File: src/rtl/rx_d2c_pt_pkg.sv
`default_nettype none
// ============================================================================
//  Module      : rx_d2c_pt_pkg
//  Description : Shared definitions for the RX data-to-clock point-test
//                sweep controller: sideband message codes, mainband pattern
//                comparator control words, FSM state encoding and the
//                point-index to clock-phase mapping.
//  Revision    : 1.0 - initial release
// ============================================================================
package rx_d2c_pt_pkg;

   // Sideband message codes exchanged with the link partner
   localparam logic [3:0] START_REQ  = 4'd1;
   localparam logic [3:0] START_RESP = 4'd2;
   localparam logic [3:0] END_REQ    = 4'd3;
   localparam logic [3:0] END_RESP   = 4'd4;

   // Mainband pattern comparator control words
   localparam logic [1:0] CW_IDLE        = 2'b00;
   localparam logic [1:0] CW_CLEAR_LFSR  = 2'b01;
   localparam logic [1:0] CW_LFSR        = 2'b10;

   typedef enum logic [3:0] {
      ST_IDLE            = 4'd0,
      ST_SEND_START      = 4'd1,
      ST_WAIT_START_RESP = 4'd2,
      ST_CLR_LFSR        = 4'd3,
      ST_RUN             = 4'd4,
      ST_SEND_END        = 4'd5,
      ST_WAIT_END_RESP   = 4'd6,
      ST_NEXT            = 4'd7,
      ST_DONE            = 4'd8,
      ST_ERROR           = 4'd9
   } state_t;

   // Clock phase rotates center (0), left (1), right (2) across points
   function automatic logic [1:0] clk_phase(input logic [3:0] idx);
      return 2'(idx % 4'd3);
   endfunction

endpackage
`default_nettype wire

File: src/rtl/sb_msg_sender.sv
`default_nettype none
// ============================================================================
//  Module      : sb_msg_sender
//  Description : Sideband send handshake. While 'send' is high the message
//                code, data-valid flag and data word are presented with the
//                message request held high. The transfer is complete on the
//                falling edge of the sideband busy flag, detected against a
//                registered copy of busy; 'sent' pulses for that one cycle.
//  Ports       : clk, rst_n           - clock, async active-low reset
//                send                 - owner state wants a message out
//                code/data_valid/data - message contents
//                sb_busy              - sideband busy
//                tx_msg_valid, encoded_msg, tx_data_valid, tx_data_bus
//                                     - sideband request outputs
//                sent                 - busy falling edge seen while sending
//  Revision    : 1.0 - initial release
// ============================================================================
module sb_msg_sender #(
   parameter int MSG_WIDTH = 4
) (
   input  logic                 clk,
   input  logic                 rst_n,
   input  logic                 send,
   input  logic [MSG_WIDTH-1:0] code,
   input  logic                 data_valid,
   input  logic [15:0]          data,
   input  logic                 sb_busy,
   output logic                 tx_msg_valid,
   output logic [MSG_WIDTH-1:0] encoded_msg,
   output logic                 tx_data_valid,
   output logic [15:0]          tx_data_bus,
   output logic                 sent
);

   logic busy_q;

   always_ff @(posedge clk or negedge rst_n) begin
      if (!rst_n) begin
         busy_q <= 1'b0;
      end else begin
         busy_q <= sb_busy;
      end
   end

   // Outputs are gated by 'send' so they fall to zero the moment the owner
   // leaves its send state (including on an asynchronous reset).
   assign tx_msg_valid  = send;
   assign encoded_msg   = send ? code : '0;
   assign tx_data_valid = send & data_valid;
   assign tx_data_bus   = (send && data_valid) ? data : 16'h0000;
   assign sent          = send & busy_q & ~sb_busy;

endmodule
`default_nettype wire

File: src/rtl/rx_d2c_sweep_test_ctrl.sv
`default_nettype none
// ============================================================================
//  Module      : rx_d2c_sweep_test_ctrl
//  Description : Runs a sweep of up to MAX_POINTS data-to-clock point tests.
//                Per point: START_REQ/START_RESP sideband exchange, one
//                cycle of LFSR clear, LFSR run until the comparator burst
//                completes (accumulating per-lane pass bits into a mask),
//                then END_REQ/END_RESP. Any wait lasting TIMEOUT_CYCLES
//                ends the sweep in ERROR. Dropping the enable aborts to IDLE.
//  Ports       : i_clk/i_rst_n            - clock, async active-low reset
//                i_rx_d2c_pt_en           - run (1) / abort (0)
//                i_datavref_or_valvref    - drives comparison_valid_en
//                i_num_points             - points requested (sampled on start)
//                i_pattern_finished, i_comparison_results - comparator side
//                i_SB_Busy, i_rx_msg_valid, i_decoded_SB_msg - sideband in
//                o_encoded_SB_msg, o_tx_msg_valid, o_tx_data_valid,
//                o_tx_data_bus            - sideband out
//                o_mainband_pattern_comparator_cw, o_comparison_valid_en
//                o_lane_pass_mask, o_point_idx, o_rx_d2c_pt_done, o_error
//  Revision    : 1.0 - initial release
// ============================================================================
module rx_d2c_sweep_test_ctrl
   import rx_d2c_pt_pkg::*;
#(
   parameter int NUM_LANES      = 16,
   parameter int SB_MSG_WIDTH   = 4,
   parameter int MAX_POINTS     = 8,
   parameter int TIMEOUT_CYCLES = 8000
) (
   input  logic                    i_clk,
   input  logic                    i_rst_n,
   input  logic                    i_rx_d2c_pt_en,
   input  logic                    i_datavref_or_valvref,
   input  logic [3:0]              i_num_points,
   input  logic                    i_pattern_finished,
   input  logic [NUM_LANES-1:0]    i_comparison_results,
   input  logic                    i_SB_Busy,
   input  logic                    i_rx_msg_valid,
   input  logic [SB_MSG_WIDTH-1:0] i_decoded_SB_msg,
   output logic [SB_MSG_WIDTH-1:0] o_encoded_SB_msg,
   output logic                    o_tx_msg_valid,
   output logic                    o_tx_data_valid,
   output logic [15:0]             o_tx_data_bus,
   output logic [1:0]              o_mainband_pattern_comparator_cw,
   output logic                    o_comparison_valid_en,
   output logic [NUM_LANES-1:0]    o_lane_pass_mask,
   output logic [3:0]              o_point_idx,
   output logic                    o_rx_d2c_pt_done,
   output logic                    o_error
);

   localparam int TW = $clog2(TIMEOUT_CYCLES + 1);

   state_t                   state, state_nx;
   logic [TW-1:0]            timer, timer_nx;
   logic [NUM_LANES-1:0]     mask;
   logic [3:0]               point_idx;
   logic [4:0]               num_pts;
   logic [4:0]               req_pts;
   logic                     wait_state;
   logic                     timeout_hit;
   logic                     send;
   logic                     sent;
   logic [SB_MSG_WIDTH-1:0]  send_code;
   logic                     send_dv;
   logic [15:0]              send_data;

   // Requested point count: 0 means one point, anything above MAX_POINTS is clamped
   always_comb begin
      if (i_num_points == 4'd0) begin
         req_pts = 5'd1;
      end else if (5'(i_num_points) > 5'(MAX_POINTS)) begin
         req_pts = 5'(MAX_POINTS);
      end else begin
         req_pts = {1'b0, i_num_points};
      end
   end

   assign wait_state  = (state == ST_WAIT_START_RESP) || (state == ST_RUN) ||
                        (state == ST_WAIT_END_RESP);
   assign timeout_hit = wait_state && (timer == TW'(TIMEOUT_CYCLES - 1));

   // Next-state logic
   always_comb begin
      state_nx = state;
      case (state)
         ST_IDLE:            state_nx = ST_SEND_START;
         ST_SEND_START:      if (sent) state_nx = ST_WAIT_START_RESP;
         ST_WAIT_START_RESP: begin
            if (i_rx_msg_valid && (i_decoded_SB_msg == SB_MSG_WIDTH'(START_RESP))) begin
               state_nx = ST_CLR_LFSR;
            end else if (timeout_hit) begin
               state_nx = ST_ERROR;
            end
         end
         ST_CLR_LFSR:        state_nx = ST_RUN;
         ST_RUN: begin
            // A finishing burst takes priority over a simultaneous timeout
            if (i_pattern_finished) begin
               state_nx = ST_SEND_END;
            end else if (timeout_hit) begin
               state_nx = ST_ERROR;
            end
         end
         ST_SEND_END:        if (sent) state_nx = ST_WAIT_END_RESP;
         ST_WAIT_END_RESP: begin
            if (i_rx_msg_valid && (i_decoded_SB_msg == SB_MSG_WIDTH'(END_RESP))) begin
               state_nx = ST_NEXT;
            end else if (timeout_hit) begin
               state_nx = ST_ERROR;
            end
         end
         ST_NEXT: begin
            if (({1'b0, point_idx} + 5'd1) < num_pts) begin
               state_nx = ST_SEND_START;
            end else begin
               state_nx = ST_DONE;
            end
         end
         ST_DONE:            state_nx = ST_DONE;
         ST_ERROR:           state_nx = ST_ERROR;
         default:            state_nx = ST_IDLE;
      endcase
      // Enable low aborts from anywhere and also holds IDLE
      if (!i_rx_d2c_pt_en) begin
         state_nx = ST_IDLE;
      end
   end

   // Timer restarts on every state change and only runs in wait states
   always_comb begin
      if ((state_nx != state) || !wait_state) begin
         timer_nx = '0;
      end else begin
         timer_nx = timer + TW'(1);
      end
   end

   always_ff @(posedge i_clk or negedge i_rst_n) begin
      if (!i_rst_n) begin
         state     <= ST_IDLE;
         timer     <= '0;
         mask      <= '1;
         point_idx <= 4'd0;
         num_pts   <= 5'd0;
      end else begin
         state <= state_nx;
         timer <= timer_nx;
         if ((state == ST_IDLE) && i_rx_d2c_pt_en) begin
            num_pts   <= req_pts;
            mask      <= '1;
            point_idx <= 4'd0;
         end
         if ((state == ST_RUN) && i_rx_d2c_pt_en && i_pattern_finished) begin
            mask <= mask & i_comparison_results;
         end
         if ((state == ST_NEXT) && (state_nx == ST_SEND_START)) begin
            point_idx <= point_idx + 4'd1;
         end
      end
   end

   // Sideband request contents per send state
   always_comb begin
      send      = 1'b0;
      send_code = '0;
      send_dv   = 1'b0;
      if (state == ST_SEND_START) begin
         send      = 1'b1;
         send_code = SB_MSG_WIDTH'(START_REQ);
         send_dv   = 1'b1;
      end else if (state == ST_SEND_END) begin
         send      = 1'b1;
         send_code = SB_MSG_WIDTH'(END_REQ);
      end
   end

   // Data word: point index, rotating clock phase; LFSR pattern, 1k burst
   // and per-lane comparison are all encoded as zero.
   assign send_data = {7'b0, point_idx, 1'b0, 1'b0, clk_phase(point_idx), 1'b0};

   sb_msg_sender #(
      .MSG_WIDTH (SB_MSG_WIDTH)
   ) u_sender (
      .clk           (i_clk),
      .rst_n         (i_rst_n),
      .send          (send),
      .code          (send_code),
      .data_valid    (send_dv),
      .data          (send_data),
      .sb_busy       (i_SB_Busy),
      .tx_msg_valid  (o_tx_msg_valid),
      .encoded_msg   (o_encoded_SB_msg),
      .tx_data_valid (o_tx_data_valid),
      .tx_data_bus   (o_tx_data_bus),
      .sent          (sent)
   );

   assign o_mainband_pattern_comparator_cw = (state == ST_CLR_LFSR) ? CW_CLEAR_LFSR :
                                             (state == ST_RUN)      ? CW_LFSR : CW_IDLE;
   assign o_comparison_valid_en = ((state == ST_CLR_LFSR) || (state == ST_RUN)) &
                                  i_datavref_or_valvref;
   assign o_lane_pass_mask = mask;
   assign o_point_idx      = point_idx;
   assign o_rx_d2c_pt_done = (state == ST_DONE) || (state == ST_ERROR);
   assign o_error          = (state == ST_ERROR);

endmodule
`default_nettype wire

File: config.mk
export PLATFORM = sky130hd
export DESIGN_NAME = rx_d2c_sweep_test_ctrl
export DESIGN_NICKNAME = d
export VERILOG_FILES = /design/src/rtl/rx_d2c_pt_pkg.sv /design/src/rtl/sb_msg_sender.sv /design/src/rtl/rx_d2c_sweep_test_ctrl.sv
export SDC_FILE = /design/constraint.sdc
export NUM_CORES = 1
export LEC_CHECK = 0
export ABC_AREA = 1
export CORE_MARGIN = 2
export CORE_UTILIZATION = 52
export CTS_CLUSTER_DIAMETER = 100
export CTS_CLUSTER_SIZE = 8
export DETAILED_ROUTE_END_ITERATION = 10
export MAX_ROUTING_LAYER = met4
export PLACE_DENSITY = 0.95
export SLEW_MARGIN = 20
export SYNTH_ARGS = -nofsm -noshare
export SYNTH_HDL_FRONTEND = slang
export SYNTH_SLANG_ARGS = --single-unit
File: constraint.sdc
create_clock -name i_clk -period 6.25 [get_ports i_clk]
set_clock_uncertainty 0.1 [all_clocks]
set_input_delay 1.875 -clock i_clk [delete_from_list [all_inputs] [get_ports i_clk]]
set_output_delay 1.875 -clock i_clk [all_outputs]
set_load 0.01 [all_outputs]
# Word level (Yosys, flattened, before mapping)
# Index checks and enable logic that the tools add are counted.
[totals]
register_bits = 43
input_bits = 31
out_inout_bits = 47
elab_cells = 75
[classes]
add_sub_neg = 3
n_div = 1
order_cmp = 2
n_eq_ne = 14
muxes = 25
n_bitwise = 6
reduce_logical = 18
[op_table]
columns = ["cell", "count"]
rows = [
  ["4-bit 2-to-1 mux", 11],
  ["4-bit one-hot mux with 10 select lines", 1],
  ["16-bit 2-to-1 mux", 2],
  ["4-bit by 3-bit == test with 1-bit output, second input constant", 5],
  ["16-bit AND", 1],
  ["13-bit by 1-bit adder with 13-bit output, second input constant", 1],
  ["13-bit == test, second input constant", 1],
  ["13-bit 2-to-1 mux", 1],
  ["4-bit by 2-bit == test with 1-bit output, second input constant", 3],
  ["2-bit 2-to-1 mux", 5],
  ["9-bit 2-to-1 mux", 1],
  ["4-bit by 1-bit == test with 1-bit output, second input constant", 2],
  ["4-bit == test, second input constant", 2],
  ["1-bit logical AND", 8],
  ["4-bit logical NOT", 2],
  ["4-bit by 1-bit adder with 5-bit output, second input constant", 1],
  ["1-bit logical OR", 5],
  ["5-bit less-than comparator", 1],
  ["5-bit 2-to-1 mux", 1],
  ["4-bit by 1-bit adder with 4-bit output, second input constant", 1],
  ["1-bit AND", 4],
  ["4-bit > comparator, second input constant", 1],
  ["4-bit by 2-bit modulo with 4-bit output, second input constant", 1],
  ["4-bit inequality test", 1],
  ["other kinds (4)", 7],
]

# Depth between registers and ports, before layout
# Gate-level depths: netlist (run 1).
[logic_depth]
ltp_word = 11
ltp_mapped = 19
mapped_depth_nobuf = 17

# Cells and area by module
# From an unflattened synthesis (run 1), not the netlist that was laid out.
[unflattened]
cells_unflattened = 345
hier_area_um2 = 2615.0
[by_module_without_submodules]
columns = ["module", "instances", "cells_per_inst", "area_each_um2", "seq_area_each_um2"]
rows = [
  ["rx_d2c_sweep_test_ctrl", 1, 298, 2371.0, 1046.0],
  ["sb_msg_sender", 1, 47, 244.0, 25.0],
]

# Worst setup path after synthesis (run 1)
# No wires, ideal clock.
[synth_timing]
path_kind = "register -> output"
from = "reg point_idx[2] (netlist: o_point_idx[2])"
to = "out o_tx_data_bus[1]"
arrival_time_ns = 2.045
t_required_ns = 4.275
slack_ns = 2.230
stages_incl_launch_ff = 13
n_path_buf = 0
cell_sequence = "dfrtp_1 inv_1 nor2_1 ha_1 inv_1 ha_1 o21ai_0 xor2_1 ha_1 a21oi_1 o21ai_0 xor2_1 nor2_1"
[synth_via]
elab_chain_len = 2
[synth_rtl]
columns = ["element", "line", "rtl"]
rows = [
  ["from (decl)", "rx_d2c_sweep_test_ctrl.sv:57", "logic [3:0] point_idx;"],
  ["from (signal assigned)", "rx_d2c_sweep_test_ctrl.sv:158", "point_idx <= point_idx + 4'd1;"],
  ["4-bit by 2-bit modulo with 4-bit output", "rx_d2c_pt_pkg.sv:38", "return 2'(idx % 4'd3);"],
  ["9-bit 2-to-1 mux", "sb_msg_sender.sv:50", "assign tx_data_bus = (send && data_valid) ? data : 16'h0000;"],
  ["to (decl)", "rx_d2c_sweep_test_ctrl.sv:43", "output logic [15:0] o_tx_data_bus,"],
]
# Every way passes these cells.

# Worst setup path in the final report (run 1)
# Ends and elaborated chain as after synthesis.

==> results of run 1 <==
-- power groups by stage --
stage,Sequential (mW),Clock (mW),Combinational [mW]
2_1_floorplan,0.286,0,0.0501
3_3_place_gp,0.288,0,0.0764
3_5_place_dp,0.288,0,0.0783
4_1_cts,0.283,0.176,0.0791
5_1_grt,0.284,0.189,0.0895
6_report,0.283,0.170,0.0785
-- registers in the layout, summed over array words and instances (netlist names) --
| name | cells |
|---|---|
| num_pts | 4 |
| o_lane_pass_mask | 16 |
| o_point_idx | 4 |
| state | 4 |
| timer | 13 |
| u_sender.busy_q | 1 |
-- critical path: cells and delay by family (launching register included) --
family                   cells  cell delay [ns]
AND/OR/NAND/NOR              2             0.29
buffers and inverters        3             0.67
AO/OA/AOI/OAI                3             0.44
flip-flops                   1             0.45
adder cells (fa/ha/maj)      3             0.55
XOR/XNOR                     2             0.33
-- cells by family (layout without fill, tap and decap cells) --
group / Yosys count / count (layout)
AOI/OAI and AO/OA: 32 / 32
xor gates and xnor gates: 15 / 15
adders and majority gates: 9 / 9
buffers and inverters: 91 / 145
DFF: 42 / 42
other: 1 / 12
and+or+nand+nor: 144 / 144
-- worst max path at each step --
| stage | depth (start not counted) | slack, ns | to |
|---|---|---|---|
| 2_1_floorplan | 12 | 2.23 | o_tx_data_bus[1] |
| 3_3_place_gp | 3 | 1.32 | o_comparison_valid_en |
| 3_5_place_dp | 3 | 1.31 | o_comparison_valid_en |
| 4_1_cts | 13 | 1.21 | o_tx_data_bus[1] |
| 5_1_grt | 13 | 1.01 | o_tx_data_bus[1] |
| 6_report | 13 | 1.24 | o_tx_data_bus[1] |
-- area by class of cell --
class	count	area [um^2]
Inverter	71	269
Clock inverter	1	6.26
Sequential cell	42	1070
Timing Repair Buffer	66	653
Multi-Input combinational cell	212	1210
Tap cell	70	87.6
Fill cell	404	1670
Clock buffer	7	76.3
-- metal layers --
layer  share of wire  global-route usage  wire (um)  vias to the layer above
met5               0                   -          0                        -
met4           0.022               0.109        123                        0
met3           0.056              0.0463        314                       10
met2            0.53               0.401       2960                       85
met1            0.40               0.241       2230                     1051
li1                -                   -          -                     1134
-- layout by cell type (no fill, tap or decap), drive strengths merged --
cell type       n
inv            72
clkdlybuf4s50  64
nand2          63
nor2           48
dfrtp          26
nand3          21
o22ai          18
dfstp          16
xor2           12
conb           12
ha              9
o21ai           7
clkbuf          7
a21oi           6
nor3            6
nand4           5
xnor2           3
buf             2
nor4            1
o21a            1
==> metrics, run 1 <==
status completed; Synth Area in Compound Gates 0.0694; crit path launch type register; Mapped Avg Cell Area 7.99 um^2; YS warnings 0; share of layout cells above drive strength 1 0.145; slowest cell on the critical path clkdlybuf4s50_1; Max clock buf depth 2; register bit count reported by yosys 42; DRT Pass-1 Iters 4; first-pass GRT wire length 9570 um; Crit path largest cell delay 0.54 ns; mux cell area share after synthesis 0; PortBufs 65; R2R depth 17; final hold vios 0; vias in the first global route 2,341; reg2reg start o_point_idx[0]; largest net degree at the start of global routing 43; TNS Setup 0 ns; r2r setup slk 3.55 ns; period utilization 0.802; CP endpoint kind primary output; initial core utilization 0.529; Top cell by count, worst path ha_1; CTS root buf clkbuf_8; RR Endpoint timer[12]; EDFF count, synth 0; GRT Residual Overflow 0; internal power 0.393 mW; Mapped Area 2670 um^2; Vias 2,280; minimum clock period after layout 5.01 ns; I/O Pins 78; cell area after layout 3370 um^2; max_slew headroom 0.409; Hold WS 0.371 ns; CTS Hold Bufs 0; fin. max-slew vios 0; diode count 0; Main synth FF type dfrtp_1; Commonest cells post-synth 66 x inv_1, 51 x nand2_1, 34 x nor2_1; Peak VDD IR 0.142 mV; Hold EP timer[0]; sequential fraction of the synthesis area 0.402; DP Cell Count 461; Switch Pwr 0.138 mW; initial antenna violation count 0; Final Non-Filler Cells 469; switching part of the total power 0.260; worst-path cell chain inv_1 > nor2_1 > ha_1 > inv_1 > ha_1 > o21ai_0 > xor2_1 > ha_1 > a21oi_1 > o21ai_0 > xor2_1 > nor2_1 > clkdlybuf4s50_1; clk sinks 42; XOR/XNOR share of the synthesized area 0.0492; Arr. time, crit path 3.04 ns; RSZ-0062 raised after global routing no; Crit. Startpoint o_point_idx[2]; number of cell rows 26; routed vias/inst 4.86; simple-gate portion of the synthesized area 0.276; # Post-CTS Setup Buffers 0; Layout Utilization 0.669; Total GRT Usage 0.227; top cell type's share of synthesized area 0.244; Num CTS Buffers 5; clk slew on worst S/H paths 0.08 ns; Area Growth Syn to Fin 26.5%; PwrDens 158 nW/um^2; Final WS setup 1.24 ns; cell count after synthesis 334; combinational power share 0.148; post-route ant nets 0; Post-Place Cell Area 3290 um^2; P_leak 1.52 nW; Netlist cell types 30; post-cts gate resize count 0; combinational family with the most area after synthesis simple AND/OR/NAND/NOR gates; path type of the worst min-delay path reg -> reg; Routed WL 5630 um; CP Class reg -> out; hold path depth 1; area of the core 5040 um^2; Crit Path Max Fanout 7; Final GP Congestion 0.916; hold_sp timer[0]; DIE HEIGHT 75.6 um; final setup fails 0; DR iter-0 viols 111; DIE WIDTH 75.6 um; top-count cell post-synth inv_1; total power 0.532 mW; WL/cell 12.0 um; slew of the pin with the lowest slew margin 0.887 ns; DPL Wire Length 4240 um; share of flip-flops with an asynchronous set or reset 1.00; post-place setup slack 1.31 ns; Clk pwr share 0.319; Req. time, crit path 4.28 ns; Layout Nets 438; Clk Latency, worst-skew pair 0.30 ns; Synth area leader dfrtp_1; CTS tree done; max_cap viols 0; H-tree levels 2; Synth Area in Adders 0.0422; top cells by area, synth dfrtp_1 24%, dfstp_2 16%, inv_1 9.3%, nand2_1 7.2%, nor2_1 4.8%; f_max 199 MHz; die area 5720 um^2; Flop pwr share 0.533; DR DRC count 0
Note: power is estimated with default switching activity, not from simulation.
==> run 2: changes to the inputs <==
--- a/config.mk
+++ b/config.mk
@@ -7,12 +7,12 @@
 export LEC_CHECK = 0
 export ABC_AREA = 1
 export CORE_MARGIN = 2
-export CORE_UTILIZATION = 52
+export CORE_UTILIZATION = 43
 export CTS_CLUSTER_DIAMETER = 100
 export CTS_CLUSTER_SIZE = 8
 export DETAILED_ROUTE_END_ITERATION = 10
 export MAX_ROUTING_LAYER = met4
-export PLACE_DENSITY = 0.95
+export PLACE_DENSITY = 0.86
 export SLEW_MARGIN = 20
 export SYNTH_ARGS = -nofsm -noshare
 export SYNTH_HDL_FRONTEND = slang
==> constraint.sdc (replaced) <==
create_clock -name i_clk -period 4.2 [get_ports i_clk]
set_clock_uncertainty 0.1 [all_clocks]
set_input_delay 1.26 -clock i_clk [delete_from_list [all_inputs] [get_ports i_clk]]
set_output_delay 1.26 -clock i_clk [all_outputs]
set_load 0.01 [all_outputs]
==> run 2 against run 1 <==
Hold slack worse by 0.0032 ns. Count of clock-buffer cells in the layout decreased by 1. Non-clock buffer count grew 2. Clock power grew 46%. Largest cell class unchanged.
==> metrics, run 2 (synthesized netlist as in run 1, its figures left out) <==
largest net degree at the start of global routing 43; max_slew headroom 0.416; CP endpoint kind primary output; diode count 0; Max clock buf depth 2; clk slew on worst S/H paths 0.08 ns; DP Cell Count 466; vias in the first global route 2,206; most frequent cells in the layout 66 x inv_1, 62 x clkdlybuf4s50_1, 51 x nand2_1, 33 x nor2_1, 24 x dfrtp_1; Area Growth Syn to Fin 28.3%; CTS root buf clkbuf_8; DR DRC count 0; crit path launch type register; f_max 270 MHz; post-route ant nets 0; path type of the worst min-delay path reg -> reg; Final Non-Filler Cells 476; H-tree levels 2; Req. time, crit path 2.84 ns; most common cell after layout, fill and taps aside inv_1; area of the core 5960 um^2; Layout Nets 440; Final GP Congestion 0.844; max reg flops 16; slew of the pin with the lowest slew margin 0.876 ns; PwrDens 230 nW/um^2; CTS tree done; Routed WL 5230 um; routed vias/inst 4.66; slowest cell on the critical path dfrtp_2; final setup fails 0; period utilization 0.882; TNS Setup 0 ns; Arr. time, crit path 2.34 ns; P_leak 1.57 nW; final hold vios 0; Peak VDD IR 0.158 mV; I/O Pins 78; share of layout cells above drive strength 1 0.167; DRT Pass-1 Iters 4; GRT Residual Overflow 0; DIE WIDTH 82.8 um; Num CTS Buffers 5; fin. max-slew vios 0; number of cell rows 28; RSZ-0062 raised after global routing no; DR iter-0 viols 92; die area 6850 um^2; DIE HEIGHT 82.8 um; Top cell by count, worst path ha_1; CTS Hold Bufs 0; first-pass GRT wire length 9220 um; CP Class reg -> out; status completed; Crit path largest cell delay 0.44 ns; Total GRT Usage 0.178; PortBufs 65; Crit Path Max Fanout 5; initial antenna violation count 0; Vias 2,219; initial core utilization 0.448; minimum clock period after layout 3.70 ns; WL/cell 11.0 um; clk sinks 42; DPL Wire Length 4040 um; Clk Latency, worst-skew pair 0.29 ns; worst-path cell chain inv_1 > nor2_2 > ha_1 > inv_1 > ha_1 > o21ai_2 > xor2_2 > ha_1 > a21oi_1 > o21ai_2 > o21ai_0 > a21oi_1 > dlymetal6s2s_1; max_cap viols 0
==> run 2: cell count changes in the layout (fill, tap and decap cells not counted), sizes merged <==
cell,before,now
clkbuf,7,6
clkinv,0,2
clkdlybuf4s50,64,62
inv,72,71
buf,2,4
dlymetal6s2s,0,2
==> run 2: repair_timing <==
item,4_1_cts,5_1_grt
setup buffers,0,2
endpoints found under the hold margin,0,0
gates cloned,0,0
setup endpoints to repair,2,2
gates resized for setup,5,5
==> run 2: metal layers <==
layer  GRT usage  routed length [um]  vias up  part of all wire
met5           -                   0        -                 0
met4      0.0705                  61        0             0.012
met3      0.0380                 362        4             0.069
met2       0.300                2470       80              0.47
met1       0.209                2340     1000              0.45
li1            -                   -     1135                 -
==> run 2: path summary, 6_finish.rpt <==
check	cells after the start	startpoint	to	slack [ns]
min in group asynchronous	1	i_rst_n	state[1]	0.99
worst max register to register	15	o_point_idx[1]	o_point_idx[0]	1.55
worst max-delay path	13	o_point_idx[2]	o_tx_data_bus[2]	0.50
worst min-delay path	1	timer[0]	timer[0]	0.37
max in group asynchronous	1	i_rst_n	o_point_idx[2]	2.41
worst min register to register	1	timer[0]	timer[0]	0.37
==> run 2: area by class of cell <==
type,instances,area [um^2]
multi-input combinational,212,1230
sequential,42,1070
clock inverter,2,13.8
tap,75,93.8
fill,532,2530
clock buffer,6,72.6
timing repair buffer,68,673
inverter,71,269
==> run 2: worst max-delay path, delay by kind of cell (launching register included) <==
family	cells	cell delay [ns]
compound gates	5	0.59
fa+ha+maj	3	0.50
flops	1	0.44
buf+inv	3	0.31
xor+xnor	1	0.16
simple gates	1	0.05
==> run 2: metrics by stage <==
step / setup WS (ns) / cell area, um^2 / power, mW / utilization / hold WS, ns
final: 0.498 / 3420 / 0.786 / 0.575 / 0.368
after floorplan: 0.795 / 2710 / 0.500 / - / 0.330
after global routing: 0.309 / 3420 / 0.831 / 0.575 / 0.414
after detailed placement: 0.167 / 3300 / 0.545 / 0.554 / 0.364
after global placement: 0.330 / 3300 / 0.543 / 0.554 / 0.345
after CTS: 0.0590 / 3390 / 0.797 / 0.570 / 0.374
==> run 2: power by group <==
| group | leakage (nW) | switching, mW | internal, mW | total [mW] |
|---|---|---|---|---|
| registers | 0.518 | 0.00663 | 0.415 | 0.421 |
| logic | 1.01 | 0.0628 | 0.0521 | 0.115 |
| clock network | 0.0452 | 0.132 | 0.117 | 0.249 |
| total | 1.57 | 0.202 | 0.584 | 0.786 |
